### config.mk
export PLATFORM = sky130hd
export DESIGN_NAME = uart_tx_sched
export DESIGN_NICKNAME = d
export VERILOG_FILES = /design/src/rtl/uart_tx_sched.sv
export SDC_FILE = /design/constraint.sdc
export NUM_CORES = 1
export LEC_CHECK = 0
export CAP_MARGIN = 20
export CELL_PAD_IN_SITES_DETAIL_PLACEMENT = 1
export CELL_PAD_IN_SITES_GLOBAL_PLACEMENT = 1
export CORE_MARGIN = 1.5
export CORE_UTILIZATION = 27
export CTS_BUF_LIST = sky130_fd_sc_hd__clkbuf_16
export DETAILED_ROUTE_END_ITERATION = 6
export GPL_TIMING_DRIVEN = 0
export PLACE_DENSITY_LB_ADDON = 0.1
export SETUP_SLACK_MARGIN = 0.1
export SLEW_MARGIN = 10
export SYNTH_ARGS = -nofsm -noshare
export SYNTH_HDL_FRONTEND = slang
export SYNTH_SLANG_ARGS = --single-unit
### constraint.sdc
create_clock -name i_clk -period 2.44 [get_ports i_clk]
set_input_delay 0.488 -clock i_clk [delete_from_list [all_inputs] [get_ports i_clk]]
set_output_delay 0.488 -clock i_clk [all_outputs]
set_load 0.01 [all_outputs]
### src/rtl/uart_tx_sched.sv
// Read-side scheduler for the UART TX FIFO: fetches one word at a time, screens parity errors,
// hands words to the serializer over valid/ready and spaces frames by a programmable gap.
module uart_tx_sched #(
  parameter int unsigned DW         = 8,
  parameter int unsigned GAP_CYCLES = 0,
  parameter bit          PERR_DROP  = 1'b1,
  parameter int unsigned CNT_W      = 8
) (
  input  logic             i_clk,
  input  logic             i_nrst,
  input  logic             i_enable,
  input  logic             i_flush,
  output logic             o_fifo_rd_req,
  input  logic [DW-1:0]    i_fifo_data,
  input  logic             i_fifo_valid,
  input  logic             i_fifo_empty,
  input  logic             i_fifo_perr,
  output logic [DW-1:0]    o_tx_data,
  output logic             o_tx_valid,
  input  logic             i_tx_ready,
  output logic             o_busy,
  output logic             o_perr_pulse,
  output logic [CNT_W-1:0] o_perr_cnt
);

  localparam int unsigned GW = (GAP_CYCLES > 1) ? $clog2(GAP_CYCLES) : 1;
  localparam logic [GW-1:0] GapLoad = (GAP_CYCLES > 0) ? GW'(GAP_CYCLES - 1) : '0;

  typedef enum logic [2:0] {StIdle, StFetch, StWait, StPresent, StGap, StFlush} state_e;

  state_e           r_state, w_state_next;
  logic [DW-1:0]    r_data;
  logic             r_perr_pulse;
  logic [CNT_W-1:0] r_perr_cnt;
  logic [GW-1:0]    r_gap_cnt;
  logic             w_hs;
  logic             w_perr_hit;

  assign w_hs       = (r_state == StPresent) && i_tx_ready;
  assign w_perr_hit = (r_state == StWait) && i_fifo_valid && i_fifo_perr;

  always_ff @(posedge i_clk) begin
    if (!i_nrst) r_state <= StIdle;
    else         r_state <= w_state_next;
  end

  always_comb begin
    w_state_next = r_state;
    unique case (r_state)
      StIdle: begin
        if (i_flush)                         w_state_next = StFlush;
        else if (i_enable && !i_fifo_empty)  w_state_next = StFetch;
      end
      StFetch: w_state_next = StWait;
      StWait: begin
        // Flush wins even over a good word: the captured data is simply never presented.
        if (i_flush)                         w_state_next = StFlush;
        else if (!i_fifo_valid)              w_state_next = StIdle;
        else if (i_fifo_perr && PERR_DROP)   w_state_next = StIdle;
        else                                 w_state_next = StPresent;
      end
      StPresent: begin
        if (i_tx_ready) w_state_next = (GAP_CYCLES > 0) ? StGap : StIdle;
      end
      StGap: begin
        if (i_flush)                w_state_next = StFlush;
        else if (r_gap_cnt == '0)   w_state_next = StIdle;
      end
      StFlush: begin
        if (i_fifo_empty && !i_flush) w_state_next = StIdle;
      end
      default: w_state_next = StIdle;
    endcase
  end

  always_comb begin
    o_fifo_rd_req = (r_state == StFetch) || ((r_state == StFlush) && !i_fifo_empty);
    o_tx_valid    = (r_state == StPresent);
    o_busy        = (r_state != StIdle);
  end

  always_ff @(posedge i_clk) begin
    if (!i_nrst) begin
      r_data       <= '0;
      r_perr_pulse <= 1'b0;
      r_perr_cnt   <= '0;
      r_gap_cnt    <= '0;
    end else begin
      if ((r_state == StWait) && i_fifo_valid) r_data <= i_fifo_data;
      r_perr_pulse <= w_perr_hit;
      if (w_perr_hit && (r_perr_cnt != '1)) r_perr_cnt <= r_perr_cnt + CNT_W'(1);
      if (w_hs)                                        r_gap_cnt <= GapLoad;
      else if ((r_state == StGap) && (r_gap_cnt != '0)) r_gap_cnt <= r_gap_cnt - GW'(1);
    end
  end

  assign o_tx_data    = r_data;
  assign o_perr_pulse = r_perr_pulse;
  assign o_perr_cnt   = r_perr_cnt;

endmodule
# Word level (Yosys, flattened, before mapping)
# Cells that the tools add are included.
dict set report word_totals {
  reg_bits 21
  in_bits 16
  out_inout_bits 20
  elab_cells 43
}
dict set report classes {
  addsub 2
  eq_ne 10
  mux 10
  n_bitwise 1
  n_reduce_logical 15
}
# operator count
set op_table {}
lappend op_table {{$mux W3} 7}
lappend op_table {{$pmux W3 S6} 1}
lappend op_table {{$add A8 B1 Y8 const B} 1}
lappend op_table {{$logic_and A1 B1 Y1} 8}
lappend op_table {{$ne A8 B8 Y1 const B} 1}
lappend op_table {{$eq A3 B2 Y1 const B} 2}
lappend op_table {{$eq A3 B3 Y1 const B} 2}
lappend op_table {{$ne A3 B3 Y1 const B} 2}
lappend op_table {{$mux W2} 2}
lappend op_table {{$reduce_and A4 Y1} 1}
lappend op_table {{$eq A3 B1 Y1 const B} 1}
lappend op_table {{$logic_not A3 Y1} 1}
lappend op_table {{$reduce_bool A3 Y1} 1}
lappend op_table {{$logic_not A1 Y1} 2}
lappend op_table {{$ne A2 B1 Y1 const B} 1}
lappend op_table {{$ne A2 B2 Y1 const B} 1}
lappend op_table {{$reduce_or A2 Y1} 1}
lappend op_table {{$logic_or A1 B1 Y1} 1}
lappend op_table {{$not A1 Y1} 1}
lappend op_table {{$sub A1 B1 Y1 const B} 1}

# Logic depth before layout (Yosys ltp)
# Gate-level depths: netlist (run 1).
dict set report depth {
  ltp_word 5
  depth_mapped 6
  ltp_nobuf 5
}

# Worst setup path after synthesis (run 1)
# Ideal clock, no wire load.
dict set report synth_timing {
  path_type {input-to-reg}
  from {input i_fifo_valid}
  to {register r_perr_cnt[5] (netlist: o_perr_cnt[5])}
  setup_ps 70
  arrival_ps 1413
  t_required_ps 2370
  slack_ps 957
  stages 5
  path_buffers 1
  cell_sequence {nor4bb_1 > buf_4 > nand4_4 > or3_1 > a21oi_1}
}
dict set report synth_between {
  elab_chain_len 3
}
# element line_no
set synth_rtl {}
lappend synth_rtl {{from (decl)} 15} ;# input logic i_fifo_valid,
lappend synth_rtl {{$logic_and A1 B1 Y1 (2 in series)} 40} ;# assign w_perr_hit = (r_state == StWait) && i_fifo_valid && i_fifo_perr;
lappend synth_rtl {{$logic_and A1 B1 Y1} 91} ;# if (w_perr_hit && (r_perr_cnt != '1)) r_perr_cnt <= r_perr_cnt + CNT_W'(1);
lappend synth_rtl {{to (signal assigned)} 91}
lappend synth_rtl {{to (decl)} 34} ;# logic [CNT_W-1:0] r_perr_cnt;
# No other way between the ends.
# A chain may end at the register's enable or synchronous reset.

# Final worst setup path (run 1)
dict set report layout_timing {
  from {input i_fifo_empty}
  to {output o_fifo_rd_req}
}
dict set report layout_between {
  elab_chain_len 3
}
# element line_no
set layout_rtl {}
lappend layout_rtl {{from (decl)} 16} ;# input logic i_fifo_empty,
lappend layout_rtl {{$logic_not A1 Y1} 77} ;# o_fifo_rd_req = (r_state == StFetch) || ((r_state == StFlush) && !i_fifo_empty);
lappend layout_rtl {{$logic_and A1 B1 Y1} 77}
lappend layout_rtl {{$logic_or A1 B1 Y1} 77}
lappend layout_rtl {{to (decl)} 13} ;# output logic o_fifo_rd_req,
# No other way between the ends.

==> results of run 1 <==
cells by family (layout without fill, tap and decap cells):
group | count (synthesis) | count (layout)
adders and majority gates | 1 | 1
AOI/OAI and AO/OA | 23 | 23
DFF | 21 | 21
xor gates and xnor gates | 2 | 2
muxes | 9 | 9
buffers and inverters | 10 | 49
and+or+nand+nor | 46 | 46
routing by layer:
metal | share of wire (%) | vias up
met5 | 0 | -
met4 | 0.75 | 0
met1 | 48 | 459
met2 | 47 | 22
met3 | 4.5 | 2
li1 | - | 477
Yosys cell counts, types with 2 or more instances:
library cell / count / area (um2)
nand3_1: 6 / 30.0
a211oi_1: 3 / 22.5
nor2_1: 13 / 48.8
o21ai_0: 9 / 45.0
inv_1: 5 / 18.8
nor3b_1: 2 / 15.0
mux2i_1: 9 / 90.1
nor2b_1: 2 / 12.5
nor3_1: 2 / 10.0
and3_1: 4 / 25.0
buf_4: 2 / 15.0
a21oi_1: 4 / 20.0
or3_1: 3 / 18.8
nand2_1: 7 / 26.3
a2bb2oi_1: 2 / 17.5
clkbuf_1: 3 / 11.3
nand4_1: 2 / 12.5
dfxtp_1: 21 / 420
where the power goes:
part | total (mW) | leakage, nW | switching [mW] | internal, mW
Sequential | 0.364 | 0.170 | 0.0101 | 0.354
Combinational | 0.129 | 0.322 | 0.0581 | 0.0707
Clock | 0.338 | 0.0423 | 0.120 | 0.218
Total | 0.831 | 0.534 | 0.188 | 0.643
worst min-delay path: cells and delay by family, from the launching register on:
family	cells	cell delay (ns)
DFF	1	0.32
and+or+nand+nor	1	0.06
AOI/OAI and AO/OA	1	0.04
final cells by class:
cell class | instances | area [um2] | share of cell area, %
clock buffers | 3 | 75.1 | 5.10
plain buffers | 5 | 27.5 | 1.87
clock inverters | 1 | 3.75 | 0.255
flip-flops and latches | 21 | 420 | 28.5
multi-input cells | 81 | 519 | 35.3
inverters | 5 | 18.8 | 1.27
repair buffers | 35 | 350 | 23.8
well taps | 46 | 57.6 | 3.91
final timing paths:
path / start / endpoint / slack [ns] / cells after the start
setup / recovery: i_fifo_empty / o_fifo_rd_req / 0.17 / 3
hold reg to reg: r_gap_cnt / r_gap_cnt / 0.47 / 2
hold / removal: r_gap_cnt / r_gap_cnt / 0.47 / 2
setup reg to reg: r_state[0] / o_perr_cnt[6] / 0.89 / 5
state kept, by name, indices dropped and copies added (netlist names):
register      cells
o_perr_cnt        8
o_tx_data         8
r_state           3
o_perr_pulse      1
r_gap_cnt         1
repair_timing:
action / 4_1_cts / 5_1_grt
hold buffers: 0 / 0
setup endpoints to repair: 0 / 1
resized for setup: 0 / 2
==> metrics.txt, run 1 <==
status=completed; critical-path cell list=clkdlybuf4s50_1 -> a211oi_1 -> clkdlybuf4s50_1; Setup crit start kind=input port; Post-Syn Nets=129; Netlist cell types=31; CP most frequent cell=clkdlybuf4s50_1; DRC Markers=0; Clock Skew=0.00290 ns; met2 Use GR=22.2%; Peak VDD IR=around 340 uV; Slew HR=69.9%; Hold WS=0.470 ns; CTS tree=done; largest net degree at the start of global routing=12; Post-Syn Area=985 um2; pre-CTS setup slack=0.171 ns; Post-DP HPWL=about 1900 um; diode count=0; Final Hold Viols=0; root buffer cell=clkbuf_16; unrepaired setup endpoints after global routing=no; FP Rows=21; worst slew pin tran=0.452 ns; multiplexer share of the synthesized area=a little under a tenth; final non-filler cell total=197; global-route wire length before repair=between 4000 and 5000 um; Vias/cell=4.87; Syn Area/Cell=8.79 um2; Cell Area, Placed=1390 um2; setup repair bufs after CTS=0; Vias=960; largest family of logic cells by synthesized area=simple AND/OR/NAND/NOR gates; commonest non-fill, non-tap cell in the layout=clkdlybuf4s50_1; GR Layer Usage met1=17.6%; CP arrival=1.78 ns; final WL=2670 um; crit-path max FO=4; CP delay by family, top=buffers and inverters; initial antenna violation count=0; core area=3420 um2; synth warn=0; TNS Setup=0 ns; simple-gate share of the synthesized area=between 20 and 30%; Tmin final=2.27 ns; Seq/Total Area, Yosys=42.7%; Tot GR Track Use=13.7%; Worst path max stage delay=approximately 0.57 ns; clk sinks=21; Fill cells=420; crit path max-delay cell type=clkdlybuf4s50_1; Final Cycle Share=92.9%; clock-pin slew on the worst setup and hold paths=0.05 ns; Crit path buffers/inverters=2; cell leakage power=approximately 0.53 nW; most frequent cells in the layout=35 x clkdlybuf4s50_1, 21 x dfxtp_1, 13 x nor2_1, 9 x mux2i_1, 9 x o21ai_0; number of cells after detailed placement=193; Synth Area in Compound Gates=about 15%; Clock Latency Late Sink=0.25 ns; reported max-cap violation count=0; CTS max path bufs=2; pwr dens=roughly 560 nW/um2; Final Util=43.1%; number of synthesized register bits=21; Routed wire per std cell=13.5 um; TritonCTS buffer count=3; Syn Inst Count=~110; Pre-antenna DRT Iters=2; synthesis-to-finish area growth=49.6%; nets@finish=approximately 170; global routing's busiest layer=met2; Starting Density=between 20% and 30%; Post-synth EDFFs=0; H-tree depth=1; Slew Viols, Final=0; count of boundary I/O pins=36; Die Area=around 4000 um2; final worst slack=between 0.15 and 0.2 ns; final global-route overflow total=0; Port Buf Inserts=35; iteration-0 DRC count of the detailed router=65; met3 GRT Util=under 10%; share of layout cells above drive strength 1=under 10%; Critical Path RT=1.95 ns; Setup crit end kind=output pin; Critical Setup Path Class=in -> out; overall power=831 uW; Post-Layout Inst Area=1470 um2; routability cong.=0.775; post-synthesis adder-cell area fraction=1.27%; ys flop type=dfxtp_1; Synth async-reset ratio=0%; Chip Width=63.4 um; Post-DRT Antenna Nets=0; vias in the first global route=916; fmax=0.441 GHz; die height=between 60 and 70 um; Post-Synth XOR/XNOR Area=1.78%; # setup viols final=0; HP Class=reg -> reg
Power figures use the tool's default switching activity.
==> run 2, diff against run 1 <==
--- a/config.mk
+++ b/config.mk
@@ -5,7 +5,7 @@
 export SDC_FILE = /design/constraint.sdc
 export NUM_CORES = 1
 export LEC_CHECK = 0
-export CAP_MARGIN = 20
+export CAP_MARGIN = 5
 export CELL_PAD_IN_SITES_DETAIL_PLACEMENT = 1
 export CELL_PAD_IN_SITES_GLOBAL_PLACEMENT = 1
 export CORE_MARGIN = 1.5
@@ -15,6 +15,7 @@
 export GPL_TIMING_DRIVEN = 0
 export PLACE_DENSITY_LB_ADDON = 0.1
 export SETUP_SLACK_MARGIN = 0.1
+export SKIP_LAST_GASP = 1
 export SLEW_MARGIN = 10
 export SYNTH_ARGS = -nofsm -noshare
 export SYNTH_HDL_FRONTEND = slang
==> results of run 2 <==
The final DEF is identical to that of run 1; final timing and power are the same.
